--- src/rtl/pri_enc_pkg.sv ---
// Shared types and helpers for the sequential priority-encoder iterator.
// Also provides the HIGH/LOW and ENABLE/DISABLE parameter literals.
`ifndef HIGH
`define HIGH 1
`endif
`ifndef LOW
`define LOW 0
`endif
`ifndef ENABLE
`define ENABLE 1
`endif
`ifndef DISABLE
`define DISABLE 0
`endif

package pri_enc_pkg;

  typedef enum logic {IDLE, SCAN} pri_enc_seq_state_t;

  // Widest vector popcnt can count; callers zero-extend into this width.
  localparam int POPCNT_W = 1024;

  function automatic int unsigned popcnt(input logic [POPCNT_W-1:0] v);
    int unsigned n;
    n = 0;
    for (int i = 0; i < POPCNT_W; i++) n += 32'(v[i]);
    return n;
  endfunction

endpackage

--- src/rtl/pri_enc_seq_lane.sv ---
// One lane of the iterator: finds the highest-priority set bit of vec,
// reports its index, and passes vec on with that bit cleared.
module pri_enc_seq_lane
  import pri_enc_pkg::*;
#(
  parameter int IN  = 32,
  parameter int MSB = `ENABLE,
  parameter int OUT = $clog2(IN)
) (
  input  logic [IN-1:0]  vec,
  output logic [OUT-1:0] idx,
  output logic           vld,
  output logic [IN-1:0]  vec_nxt
);

  logic [IN-1:0] sel;

  // The last match in loop order wins, so the loop runs towards the priority end.
  always_comb begin
    sel = '0;
    idx = '0;
    if (MSB == `ENABLE) begin
      for (int i = 0; i < IN; i++) begin
        if (vec[i]) begin
          sel    = '0;
          sel[i] = 1'b1;
          idx    = OUT'(i);
        end
      end
    end else begin
      for (int i = IN - 1; i >= 0; i--) begin
        if (vec[i]) begin
          sel    = '0;
          sel[i] = 1'b1;
          idx    = OUT'(i);
        end
      end
    end
  end

  assign vld     = |vec;
  assign vec_nxt = vec & ~sel;

endmodule

--- src/rtl/pri_enc_seq.sv ---
// Sequential priority-encoder iterator: emits every set bit's index, LANES per beat.
// Optional macro PRI_ENC_SEQ_COUNT_EN adds the rem_cnt population-count output.
module pri_enc_seq
  import pri_enc_pkg::*;
#(
  parameter int IN    = 32,
  parameter int ACT   = `HIGH,
  parameter int MSB   = `ENABLE,
  parameter int LANES = 1,
  parameter int OUT   = $clog2(IN)
) (
  input  logic                 clk,
  input  logic                 reset,
  input  logic                 in_valid,
  output logic                 in_ready,
  input  logic [IN-1:0]        in,
  output logic                 out_valid,
  input  logic                 out_ready,
  output logic [LANES*OUT-1:0] out_idx,
  output logic [LANES-1:0]     out_lane_vld,
  output logic                 out_last,
  output logic                 busy
`ifdef PRI_ENC_SEQ_COUNT_EN
  ,
  output logic [OUT:0]         rem_cnt
`endif
);

  pri_enc_seq_state_t state, state_nxt;
  logic [IN-1:0] rem, rem_nxt, norm;
  logic [LANES:0][IN-1:0] chain;

  assign norm     = (ACT == `HIGH) ? in : ~in;
  assign chain[0] = rem;

  // rem is zero outside SCAN, so every lane reports idx 0 / invalid while idle.
  for (genvar k = 0; k < LANES; k++) begin : g_lane
    pri_enc_seq_lane #(
      .IN (IN),
      .MSB(MSB),
      .OUT(OUT)
    ) u_lane (
      .vec    (chain[k]),
      .idx    (out_idx[k*OUT +: OUT]),
      .vld    (out_lane_vld[k]),
      .vec_nxt(chain[k+1])
    );
  end

  assign busy = (state == SCAN);

  always_comb begin
    state_nxt = state;
    rem_nxt   = rem;
    in_ready  = 1'b0;
    out_valid = 1'b0;
    out_last  = 1'b0;
    case (state)
      IDLE: begin
        in_ready = 1'b1;
        if (in_valid) begin
          rem_nxt   = norm;
          state_nxt = SCAN;
        end
      end
      SCAN: begin
        out_valid = 1'b1;
        out_last  = ~|chain[LANES];
        if (out_ready) begin
          rem_nxt = chain[LANES];
          if (out_last) state_nxt = IDLE;
        end
      end
      default: state_nxt = IDLE;
    endcase
  end

  always_ff @(posedge clk) begin
    if (reset) begin
      state <= IDLE;
      rem   <= '0;
    end else begin
      state <= state_nxt;
      rem   <= rem_nxt;
    end
  end

`ifdef PRI_ENC_SEQ_COUNT_EN
  logic [OUT:0] cnt_nxt;

  always_comb begin
    cnt_nxt = rem_cnt;
    if (state == IDLE && in_valid)
      cnt_nxt = (OUT+1)'(popcnt(POPCNT_W'(norm)));
    else if (state == SCAN && out_ready)
      cnt_nxt = rem_cnt - (OUT+1)'(popcnt(POPCNT_W'(out_lane_vld)));
  end

  always_ff @(posedge clk) begin
    if (reset) rem_cnt <= '0;
    else       rem_cnt <= cnt_nxt;
  end
`endif

endmodule

--- config.mk ---
export PLATFORM = sky130hd
export DESIGN_NAME = pri_enc_seq
export DESIGN_NICKNAME = d
export VERILOG_FILES = /design/src/rtl/pri_enc_pkg.sv /design/src/rtl/pri_enc_seq_lane.sv /design/src/rtl/pri_enc_seq.sv
export SDC_FILE = /design/constraint.sdc
export NUM_CORES = 1
export LEC_CHECK = 0
export ABC_AREA = 0
export BUFFER_PORTS_ARGS = -buffer_cell sky130_fd_sc_hd__buf_2
export CORE_MARGIN = 2
export CORE_UTILIZATION = 54
export CTS_CLUSTER_DIAMETER = 30
export CTS_CLUSTER_SIZE = 12
export DETAILED_ROUTE_END_ITERATION = 12
export PLACE_DENSITY = 0.89
export SYNTH_ARGS = -nofsm -noshare
export SYNTH_HDL_FRONTEND = slang
export SYNTH_SLANG_ARGS = --single-unit
export TNS_END_PERCENT = 1
--- constraint.sdc ---
create_clock -name clk -period 3.46 [get_ports clk]
set_input_delay 0.865 -clock clk [delete_from_list [all_inputs] [get_ports clk]]
set_output_delay 0.865 -clock clk [all_outputs]
set_load 0.1 [all_outputs]
== Yosys cells after proc, flatten, opt, wreduce, memory -nomap -nowiden ==
Index checks and enable logic that the tools add are counted.
Word-level totals
  word-level logic and storage cells: 84
  register bits after elaboration: 33
  output and inout port bits: 10
Cells by class
  bitwise logic cells: 3
  multiplexer cells: 73
  reduce and logical (&&, ||, !) cells: 4
  equal/unequal tests: 2
Operators with widths (number)
  2-to-1 mux 32 bit: 3
  2-to-1 mux 5 bit: 17
  one-hot mux 32 bit (2 select lines): 1
  OR reduction 32 bit: 2
  2-to-1 mux 4 bit: 9
  AND 32 bit: 1
  inverter 32 bit: 1
  2-to-1 mux 31 bit: 1
  2-to-1 mux 30 bit: 1
  2-to-1 mux 29 bit: 1
  2-to-1 mux 28 bit: 1
  2-to-1 mux 27 bit: 1
  2-to-1 mux 26 bit: 1
  2-to-1 mux 25 bit: 1
  2-to-1 mux 24 bit: 1
  2-to-1 mux 23 bit: 1
  2-to-1 mux 22 bit: 1
  2-to-1 mux 21 bit: 1
  2-to-1 mux 20 bit: 1
  2-to-1 mux 19 bit: 1
  2-to-1 mux 18 bit: 1
  2-to-1 mux 17 bit: 1
  2-to-1 mux 16 bit: 1
  2-to-1 mux 15 bit: 1
  other kinds (17): 31

== Logic depth before layout (Yosys ltp) ==
  depth in word-level cells: 38
  depth in mapped cells: 10

== By module ==
Synthesis repeated with hierarchy kept, for this count alone.
Second synthesis, totals
  cells, all modules: 269
  area, all modules: 2469.9 um2
Modules (own cells, without submodules)
  pri_enc_seq: instances 1, cells an instance 162, area each 1727.9 um2
  pri_enc_seq_lane: instances 1, cells an instance 107, area each 742.0 um2

== Worst setup path before layout ==
No wires, ideal clock.
  kind: reg-to-output
  from: register rem[2]
  to: output port out_idx[1]
  path buffers: 0
  setup slack: -0.752 ns
  stages on the path, launching flop included: 8
  data required time: 2.595 ns
  arrival: 3.347 ns
  path through: dfxtp_1 nor2_1 o31a_1 o31ai_1 a21boi_0 o31ai_1 a21oi_1 o21ai_0
On the way
  word-level cells in the longest chain between the ends: 30
Ends and longest elaborated chain
  from (decl): RTL line pri_enc_seq.sv:30  | logic [IN-1:0] rem, rem_nxt, norm;
  from (signal assigned): RTL line pri_enc_seq.sv:84  | rem <= rem_nxt;
  2-to-1 mux 2 bit (2 in a row): RTL line pri_enc_seq_lane.sv:24  | if (vec[i]) begin
  2-to-1 mux 3 bit (4 in a row): RTL line pri_enc_seq_lane.sv:24
  2-to-1 mux 4 bit (8 in a row): RTL line pri_enc_seq_lane.sv:24
  2-to-1 mux 5 bit (16 in a row): RTL line pri_enc_seq_lane.sv:24
  to (decl): RTL line pri_enc_seq.sv:19  | output logic [LANES*OUT-1:0] out_idx,
Every way passes these cells.

== Worst setup path in the final report ==
  from: register rem[8]
  to: output port out_last
On the way
  word-level cells in the longest chain between the ends: 29
Ends and longest elaborated chain
  2-to-1 mux 9 bit: RTL line pri_enc_seq_lane.sv:24
  2-to-1 mux 10 bit: RTL line pri_enc_seq_lane.sv:24
  2-to-1 mux 11 bit: RTL line pri_enc_seq_lane.sv:24
  2-to-1 mux 12 bit: RTL line pri_enc_seq_lane.sv:24
  2-to-1 mux 13 bit: RTL line pri_enc_seq_lane.sv:24
  2-to-1 mux 14 bit: RTL line pri_enc_seq_lane.sv:24
  2-to-1 mux 15 bit: RTL line pri_enc_seq_lane.sv:24
  2-to-1 mux 16 bit: RTL line pri_enc_seq_lane.sv:24
  [... 13 more ...]
  2-to-1 mux 30 bit: RTL line pri_enc_seq_lane.sv:24
  2-to-1 mux 31 bit: RTL line pri_enc_seq_lane.sv:24
  2-to-1 mux 32 bit: RTL line pri_enc_seq_lane.sv:24
  inverter 32 bit: RTL line pri_enc_seq_lane.sv:42  | assign vec_nxt = vec & ~sel;
  AND 32 bit (*): RTL line pri_enc_seq_lane.sv:42
  OR reduction 32 bit (*): RTL line pri_enc_seq.sv:68  | out_last = ~|chain[LANES];
  logical NOT 1 bit (*): RTL line pri_enc_seq.sv:68
  2-to-1 mux 1 bit (*): RTL line pri_enc_seq.sv:58  | case (state)
  to (decl): RTL line pri_enc_seq.sv:21  | output logic out_last,
Mark *: on every way between the ends. The rest lies on a longest branch, timed or not.

==> flow_summary.toml <==
[yosys]
yosys.area_share.adder = 0.0142
synth_edf_count = 0
synth-main-ff-cell = "dfxtp_1"
synth_area_um2 = 2120
synth_xor_area_frac = 0
syn_inst = 298
syn_nets = 334
ys_seq_area_frac = 0.312
yosysWarnings = 0
synth_cell_type_count = 51
syn_area_per_cell_um2 = 7.10
synthArstFlopShare = 0
ys_seq_elements = 33
synthSimpleGateAreaFrac = 0.314
synth_compound_area_frac = 0.296
synth.area.mux_share = 0.00473
synth_top_family_by_area = "simple AND/OR/NAND/NOR gates"

[final_layout]
final_common_cell = "nor2_1"
area_growth_pct = 25.4
fin_cells = 401
drive_above_1_share = 0.272
final_util = 0.714
nets = 388
layout_common_cells = "nor2_1, buf_2, nand2_1"
fin_area_um2 = 2650
fillers = 309
n_antenna_cell = 0

[critical_path]
critPathCaptureType = "primary output"
start_kind = "flop"
startpoint = "rem[8]"
worstReg2RegStart = "rem[8]"
critPathKind = "flop to primary output"
cp_max_fo = 5
required_ns = 2.59
critPathArrivalTime_ns = 2.80

[cts]
numCtsBuffers = 5
cts_tree = "done"
clk_latency_ns = 0.29
ctsLongestPathBuffers = 2
clkSlewWorstSetupHoldPaths_ns = 0.07
h-tree-depth = 2
clock_sinks = 33
postCtsHoldBufs = 0
cts_root_buf = "clkbuf_8"

[global_routing]
grt_max_degree = 34
grt_pass1_wl_um = 10800
grtUsageTotal = 0.320
grt-ovfl-total = 0
grt_pass1_vias = 2323
grt_antenna_before_repair = 0

[sta]
tns_ns = -0.205
finalCritPeriodShare = 1.06
skew_ns = 0.00329
finalHoldViolCount = 0
fin_crit_ns = 3.66
worst_pin_slew_ns = 0.654
max_freq_mhz = 273
final.setup.worst_slack_ns = -0.205
rsz0062_at_grt = "yes"
drv_slew = 0
setup_viol = 1
slew_headroom = 0.564

[floorplanning]
placement_rows = 22
start_util = 0.569
ioPinCount = 46
die_h_um = 66.6
die_x_um = 66.6
core_um2 = 3720
dieArea_um2 = 4430

[drt]
drtIter0Drc = 368
antenna_left = 0
routedWlPerCell_um = 16.8
vias_per_cell = 6.51
dr.pass1.iters = 5
drc = 0
via_count = 2611
routed_wirelength_um = 6720

[min_path]
min_from = "rem[18]"
hp-class = "flop to flop"

[placement]
io_buffer_count = 45
dpl_cell_area_um2 = 2480
dpl.cell_count = 390
gp_congestion = 0.986
dp_hpwl_um = 4520

[pwr]
powerDensity_nw_per_um2 = 467
ir_drop_mv = 0.222
p_leak_nw = 1.12

[flow_run]
drv_cap = 0

[status]
status = "complete, but fails checks"
violations = "negative setup slack"
-- final cells by class --
type | instances | area [um^2] | area share
clock inverter | 2 | 10.0 | 0.00377
inverter | 10 | 37.5 | 0.0142
sequential | 33 | 667 | 0.251
tap | 48 | 60.1 | 0.0226
timing repair buffer | 68 | 415 | 0.157
multi-input combinational | 234 | 1390 | 0.524
clock buffer | 6 | 72.6 | 0.0274
-- power by group --
group,leakage [nW],switching [mW],internal [mW]
registers,0.273,0.0431,0.405
logic,0.802,0.335,0.172
clock network,0.0450,0.143,0.139
-- cell usage after synthesis, types with 8 or more instances --
cell / number / share of area
nor3_1: 10 / 0.024
clkbuf_1: 17 / 0.030
a22oi_1: 14 / 0.050
inv_1: 9 / 0.016
nor4_1: 8 / 0.024
nor2_1: 45 / 0.080
o21ai_0: 20 / 0.047
dfxtp_1: 33 / 0.31
a21oi_1: 30 / 0.071
nand3_1: 8 / 0.019
nand2_1: 41 / 0.073
-- state kept, by name, indices dropped and copies added (netlist names) --
| register | flops |
|---|---|
| busy | 1 |
| rem | 32 |
-- per-layer routing --
layer | wire length (um) | global-route usage | vias up | share of wire
met5 | 0 | 0 | - | 0
met4 | 350 | 0.179 | 0 | 0.052
met3 | 773 | 0.0659 | 50 | 0.12
met2 | 3030 | 0.514 | 214 | 0.45
met1 | 2570 | 0.395 | 1161 | 0.38
li1 | - | - | 1186 | -
-- through the flow --
step                total power [mW]  worst slack [ns]  hold slack [ns]
floorplan                      0.795            -0.306            0.478
global placement               0.912             0.130            0.504
detailed placement             0.923            0.0124            0.521
CTS                             1.22            -0.111            0.537
global route                    1.29            -0.294            0.583
finish                          1.24            -0.205            0.540
-- critical path, stage by stage (launching register included) --
cell and delay, ns:
dfxtp_4 0.35, or4_4 0.54, nor4b_4 0.21, buf_4 0.20, nand3b_4 0.10, a211oi_1 0.23, o21ai_1 0.12, nor4_2 0.37
and2_4 0.22, buf_12 0.17
-- path summary, 6_finish.rpt --
kind	cells past startpoint	end	slack, ns
worst max-delay path	9	out_last	-0.20
worst min-delay path	2	rem[18]	0.54
worst max register to register	8	busy	1.04
worst min register to register	2	rem[18]	0.54
-- cells by family after synthesis --
logic type,count (synthesis)
compound gates,98
fa+ha+maj,3
buf+inv,31
flops,33
mux,1
simple gates,132
-- timing repair --
action	CTS	global route
endpoints found under the hold margin	0	0
resized for setup	10	4
setup buffers	3	0
cloned	0	0
endpoints found under the setup margin	1	2
pin swaps	7	0
Power figures use the tool's default switching activity.
